**src/rtl/rs_decode_ctrl.sv**
```systemverilog
// rs_decode_ctrl: sequencing controller for the RS(15,11) decoder front end.
// Accepts a serial GF(16) symbol stream, steers the shared syndrome-unit
// load/accumulate control, evaluates the all-zero-syndrome flag after each
// codeword and either flags it clean or hands the syndromes to the KES,
// guarding the KES wait with a watchdog.
module rs_decode_ctrl #(
  parameter int N           = 15,
  parameter int SYM_W       = 4,
  parameter int NSYN        = 4,
  parameter int KES_TIMEOUT = 63
) (
  input  logic             clk,
  input  logic             reset_n,
  input  logic             in_valid,
  input  logic [SYM_W-1:0] in_symbol,
  output logic             in_ready,
  output logic [SYM_W-1:0] syn_in,
  output logic [NSYN-1:0]  syn_control,
  input  logic             syn_zero,
  output logic             syn_valid,
  output logic             kes_start,
  input  logic             kes_done,
  output logic             cw_clean,
  output logic             err_abort,
  output logic             err_timeout,
  output logic [7:0]       cw_count
);

  // Last symbol index within a codeword and last watchdog count before timeout.
  localparam logic [3:0] CNT_LAST  = 4'(N - 1);
  localparam logic [5:0] WDOG_LAST = 6'(KES_TIMEOUT - 1);

  typedef enum logic [1:0] {
    ST_IDLE,
    ST_COLLECT,
    ST_EVAL,
    ST_KES_WAIT
  } state_t;

  state_t     state;
  logic [3:0] sym_cnt;
  logic [5:0] wdog;

  // Symbols go straight through to the syndrome units; the controller only
  // decides whether they load or accumulate.
  assign syn_in = in_symbol;

  // Main sequencer: symbol counting, EVAL decision, KES wait with watchdog,
  // and the completed-codeword counter.
  always_ff @(posedge clk or negedge reset_n) begin
    if (!reset_n) begin
      state    <= ST_IDLE;
      sym_cnt  <= 4'd0;
      wdog     <= 6'd0;
      cw_count <= 8'd0;
    end else begin
      case (state)
        ST_IDLE: begin
          // First symbol of a codeword is loaded (syn_control = 0 here).
          if (in_valid) begin
            sym_cnt <= 4'd1;
            state   <= ST_COLLECT;
          end
        end
        ST_COLLECT: begin
          if (in_valid) begin
            if (sym_cnt == CNT_LAST) begin
              sym_cnt <= 4'd0;
              state   <= ST_EVAL;
            end else begin
              sym_cnt <= sym_cnt + 4'd1;
            end
          end else begin
            // Upstream stalled mid-codeword: drop the partial codeword.
            sym_cnt <= 4'd0;
            state   <= ST_IDLE;
          end
        end
        ST_EVAL: begin
          cw_count <= cw_count + 8'd1;
          if (syn_zero) begin
            state <= ST_IDLE;
          end else begin
            wdog  <= 6'd0;
            state <= ST_KES_WAIT;
          end
        end
        ST_KES_WAIT: begin
          // Completion takes priority over a coincident timeout.
          if (kes_done) begin
            wdog  <= 6'd0;
            state <= ST_IDLE;
          end else if (wdog == WDOG_LAST) begin
            wdog  <= 6'd0;
            state <= ST_IDLE;
          end else begin
            wdog <= wdog + 6'd1;
          end
        end
        default: begin
          sym_cnt <= 4'd0;
          wdog    <= 6'd0;
          state   <= ST_IDLE;
        end
      endcase
    end
  end

  // Handshake and syndrome-unit mode; ready is held low while in reset.
  always_comb begin
    in_ready    = 1'b0;
    syn_control = '0;
    case (state)
      ST_IDLE: begin
        in_ready    = reset_n;
        syn_control = '0;
      end
      ST_COLLECT: begin
        in_ready    = reset_n;
        syn_control = {NSYN{1'b1}};
      end
      default: begin
        in_ready    = 1'b0;
        syn_control = '0;
      end
    endcase
  end

  // Status pulses decoded from state and inputs; only syn_valid may overlap
  // with kes_start or cw_clean.
  always_comb begin
    syn_valid   = (state == ST_EVAL);
    cw_clean    = (state == ST_EVAL) && syn_zero;
    kes_start   = (state == ST_EVAL) && !syn_zero;
    err_abort   = (state == ST_COLLECT) && !in_valid;
    err_timeout = (state == ST_KES_WAIT) && !kes_done && (wdog == WDOG_LAST);
  end

endmodule

```
**config.mk**
```make
export PLATFORM = sky130hd
export DESIGN_NAME = rs_decode_ctrl
export DESIGN_NICKNAME = d
export VERILOG_FILES = /design/src/rtl/rs_decode_ctrl.sv
export SDC_FILE = /design/constraint.sdc
export NUM_CORES = 1
export LEC_CHECK = 0
export CORE_ASPECT_RATIO = 0.9
export CORE_MARGIN = 2
export CORE_UTILIZATION = 40
export DETAILED_ROUTE_END_ITERATION = 10
export GPL_TIMING_DRIVEN = 0
export PLACE_DENSITY = 0.74
export SYNTH_ARGS = -nofsm -noshare
export SYNTH_HDL_FRONTEND = slang
export SYNTH_SLANG_ARGS = --single-unit
```
**constraint.sdc**
```tcl
create_clock -name clk -period 1.72 [get_ports clk]
set_input_delay 0.344 -clock clk [delete_from_list [all_inputs] [get_ports clk]]
set_output_delay 0.344 -clock clk [all_outputs]
set_load 0.02 [all_outputs]
```
Word level (Yosys, flattened, before mapping)
Cells that the tools add are included.
{ "word_totals": {"ff_bits": 20, "in_bits": 9, "word_cells": 48, "output_inout_bits": 22} }
{ "classes": {"addsub": 3, "mux": 17, "reduce_logical": 15, "n_eq_ne": 9} }
{ "ops": {"columns": ["op", "n"], "rows": [
  ["$mux W6", 3],
  ["$mux W4", 4],
  ["$mux W2", 6],
  ["$pmux W6 S2", 1],
  ["$add A8 B1 Y8 const B", 1],
  ["$pmux W2 S4", 1],
  ["$pmux W4 S2", 1],
  ["$add A6 B1 Y6 const B", 1],
  ["$eq A6 B6 Y1 const B", 1],
  ["$ne A3 B3 Y1 const B", 2],
  ["$logic_and A1 B1 Y1", 5],
  ["$add A4 B1 Y4 const B", 1],
  ["$eq A2 B2 Y1 const B", 2],
  ["$eq A4 B4 Y1 const B", 1],
  ["$ne A2 B2 Y1 const B", 2],
  ["$reduce_and A2 Y1", 2],
  ["$reduce_bool A2 Y1", 2],
  ["$logic_not A1 Y1", 3],
  ["$reduce_and A3 Y1", 1],
  ["$eq A2 B1 Y1 const B", 1],
  ["$logic_not A2 Y1", 1],
  ["$reduce_or A2 Y1", 1],
  ["$mux W1", 1]
]} }

Depth between registers and ports, before layout
{ "depth": {"ltp_word": 4, "mapped_depth": 6} }

Least setup slack after synthesis
Ideal clock, no wire load.
{ "synth_path": {"path_type": "reg2out", "from": "register state[1]", "to": "output port err_abort", "n_path_buf": 1, "required_ns": 1.376, "stages_incl_launch_ff": 4, "t_arrival_ns": 1.432, "path_slack_ns": -0.056, "path_cell_list": "dfrtp_1 buf_2 nor2b_1 nor2b_1"} }
{ "synth_between": {"elab_chain_cells": 2} }
{ "synth_lines": {"columns": ["item", "line_no", "rtl"], "rows": [
  ["start: declaration", "40", "state_t state;"],
  ["start signal: assignment", "52", "state <= ST_IDLE;"],
  ["start signal: assignment", "62", "state <= ST_COLLECT;"],
  ["start signal: assignment", "69", "state <= ST_EVAL;"],
  ["$eq A2 B1 Y1", "135", "err_abort = (state == ST_COLLECT) && !in_valid;"],
  ["$logic_and A1 B1 Y1", "135", null],
  ["end: declaration", "24", "output logic err_abort,"]
]} }
Every way passes these cells.

Final worst setup path
Ends and elaborated chain as after synthesis.

==> reports/metrics.cfg <==
[run_status]
status = finished clean

[routing]
antenna_left = 0
drt-total-wl_mm = 2.404
firstDrtPassIters = 4
wl_per_cell_um = 12.33
via_per_inst = 5.097
num_vias = 994
drt_iter0_markers = 44
drcViolationCount = 0

[timing]
hold_viol = 0
period_needed_ns = 1.697
relSlewSlack_pct = 38.57
finClkSkew_ns = 0.005272
rsz0062_at_grt = true
setup_viol = 0
tightest_slew_ns = 0.9185
finalMaxSlewViolations = 0
worst_slack_ns = 0.02327
fmax_mhz = 589.4
setup_tns_ns = 0
period_share_pct = 98.65

[die]
die_w_um = 59.37
io-pin-count = 31
design.die.area_mm2 = 0.003196
coreArea_mm2 = 0.002680
die_h_um = 53.83
placementRows = 18
start_util_pct = 41.18

[synthesis]
synth-seq-cells = 20
synth_top_cell_by_area = dfrtp_1
synth.distinct_cells = 31
yosysSeqAreaShare_pct = 45.35
avgSynthCellArea_um2 = 9.352
synth_nets = 132
synth-edff-count = 0
ys.warnings.count = 0
synth_top_area_share_pct = 45.35
ys.flop_type = dfrtp_1
synth_async_sr_flop_share_pct = 100.0
syn_area_mm2 = 0.001104
synth_area_leaders = dfrtp_1 (45%), ha_1 (5.7%), buf_4 (5.4%), nand2_1 (5.4%), xnor2_1 (4.8%)
netlist_instances = 118

[placement]
buffer_ports.inserted = 26
place_ws_ns = -0.9329
hpwl_mm = 1.654
gp_congestion = 0.7304

[power]
p_leak_uw = 0.0008572
ir_drop_v = 0.0004360
power_density_mw_per_mm2 = 673.8
p_total_uw = 1075

[global_route]
grt_pass1_wl_mm = 4.029
first_global_vias = 899
antenna_found_initial = 0
grt_max_degree = 21
grt.total_usage_pct = 16.38
gr-total-overflow = 0

[worst_setup_path]
cp-startpoint = state[1]$_DFFE_PN0P_
crit_path_end_kind = output pin
start_kind = register
r2r_setup_slack_ns = 0.13
path_max_fanout = 8
cp_data_required_time_ns = 1.38
worst_r2r_startpoint = state[1]$_DFFE_PN0P_
arrival_ns = 1.35
r2r_end = wdog[3]$_DFFE_PN0P_
worstSetupEndpoint = err_abort
critPathKind = register to output pin
worstRegToRegCells = 7

[final_layout]
fin_util_pct = 59.52
layout.cells.most_common = buf_4
area_delta_synth_final_pct = 44.56
final_cell_mix = buf_4 (26), dfrtp_1 (20), nand2_1 (16)
drive_above_1_share_pct = 27.88
n_antenna_cell = 0
fill_cells = 233
nNetsFinal = 180

[cts]
clkSinkCount = 20
cts_tree = yes
clk_pin_slew_ns = 0.12
cts_max_level = 1
clk-insertion-delay-late_ns = 0.30
root_buffer = clkbuf_4
max-clock-path-buffers = 2
cts_made_buffers = 3

[flow_run]
drv_cap = 0

[min_path]
hp-start = cw_count[7]$_DFFE_PN0N_
hp-class = register to register

-- stage by stage --
| stage | hold WS (ns) | cells | area, µm² |
|---|---|---|---|
| global placement | 0.4616 | 174 | 1404 |
| floorplan | 0.04841 | 118 | 1106 |
| global route | 0.5216 | 195 | 1595 |
| CTS | 0.4955 | 185 | 1494 |
| detailed placement | 0.4760 | 174 | 1404 |
| finish | 0.4877 | 195 | 1595 |
-- layout make-up --
type | count | area [µm²] | area share (%)
Multi-Input combinational cell | 84 | 544.3 | 34.12
Sequential cell | 20 | 500.5 | 31.37
Timing Repair Buffer | 43 | 366.6 | 22.98
Buffer | 9 | 75.07 | 4.706
Tap cell | 30 | 37.54 | 2.353
Clock inverter | 1 | 30.03 | 1.882
Clock buffer | 3 | 22.52 | 1.412
Inverter | 5 | 18.77 | 1.176
-- logic make-up after synthesis --
| kind of cell | count (synthesis) | synth area share (%) |
|---|---|---|
| DFF | 20 | 45.35 |
| and+or+nand+nor | 47 | 21.54 |
| buffers and inverters | 14 | 7.595 |
| adders and majority gates | 5 | 5.669 |
| xor gates and xnor gates | 7 | 5.556 |
| AOI/OAI and AO/OA | 23 | 12.47 |
| muxes | 2 | 1.814 |
-- synth_stat cells, drive strengths merged, types with 2 or more instances --
cell type / count
nand2: 16
a31oi: 2
a21oi: 7
nand3: 7
mux2i: 2
nand3b: 3
and2: 2
nor2b: 3
nand2b: 2
nand4: 2
xnor2: 6
and3: 2
o21ai: 8
nor2: 7
buf: 9
ha: 5
dfrtp: 20
inv: 5
-- routing by layer --
layer | vias to the layer above | wire, µm | GRT usage (%)
li1 | 492 | - | -
met2 | 24 | 1193 | 28.39
met5 | - | 0 | 0
met1 | 478 | 1089 | 21.05
met3 | 0 | 121 | 4.327
met4 | 0 | 0 | 2.273
-- registers in the layout (all words and copies together) (netlist names) --
signal,count
state,2
sym_cnt,4
cw_count,8
wdog,6
-- critical path: stages (launching register included) --
cell,delay [ns]
dfrtp_1,0.41
buf_6,0.15
nor2b_4,0.14
buf_6,0.11
nor2b_4,0.12
buf_6,0.12
-- repair_timing --
| item | in CTS | in global routing |
|---|---|---|
| setup buffers | 6 | 10 |
| resized for setup | 48 | 14 |
| hold buffers | 1 | 0 |
| setup endpoints to repair | 12 | 8 |
| cloned | 0 | 0 |
| pin swaps | 0 | 1 |
| endpoints found under the hold margin | 20 | 0 |
-- where the power goes --
| group | switching [µW] | internal (µW) |
|---|---|---|
| clock | 152 | 236 |
| sequential | 24.1 | 493 |
| combinational | 82.5 | 87.9 |
-- worst min path at each step --
stage	end	slack (ns)	depth (start not counted)
4_1_cts	cw_count[7]$_DFFE_PN0N_	0.50	1
3_3_place_gp	cw_count[7]$_DFFE_PN0N_	0.46	1
2_1_floorplan	cw_count[0]$_DFFE_PN0N_	0.05	0
5_1_grt	cw_count[7]$_DFFE_PN0N_	0.52	1
3_5_place_dp	cw_count[7]$_DFFE_PN0N_	0.48	1
6_report	cw_count[7]$_DFFE_PN0N_	0.49	1
Note: power is estimated with default switching activity, not from simulation.
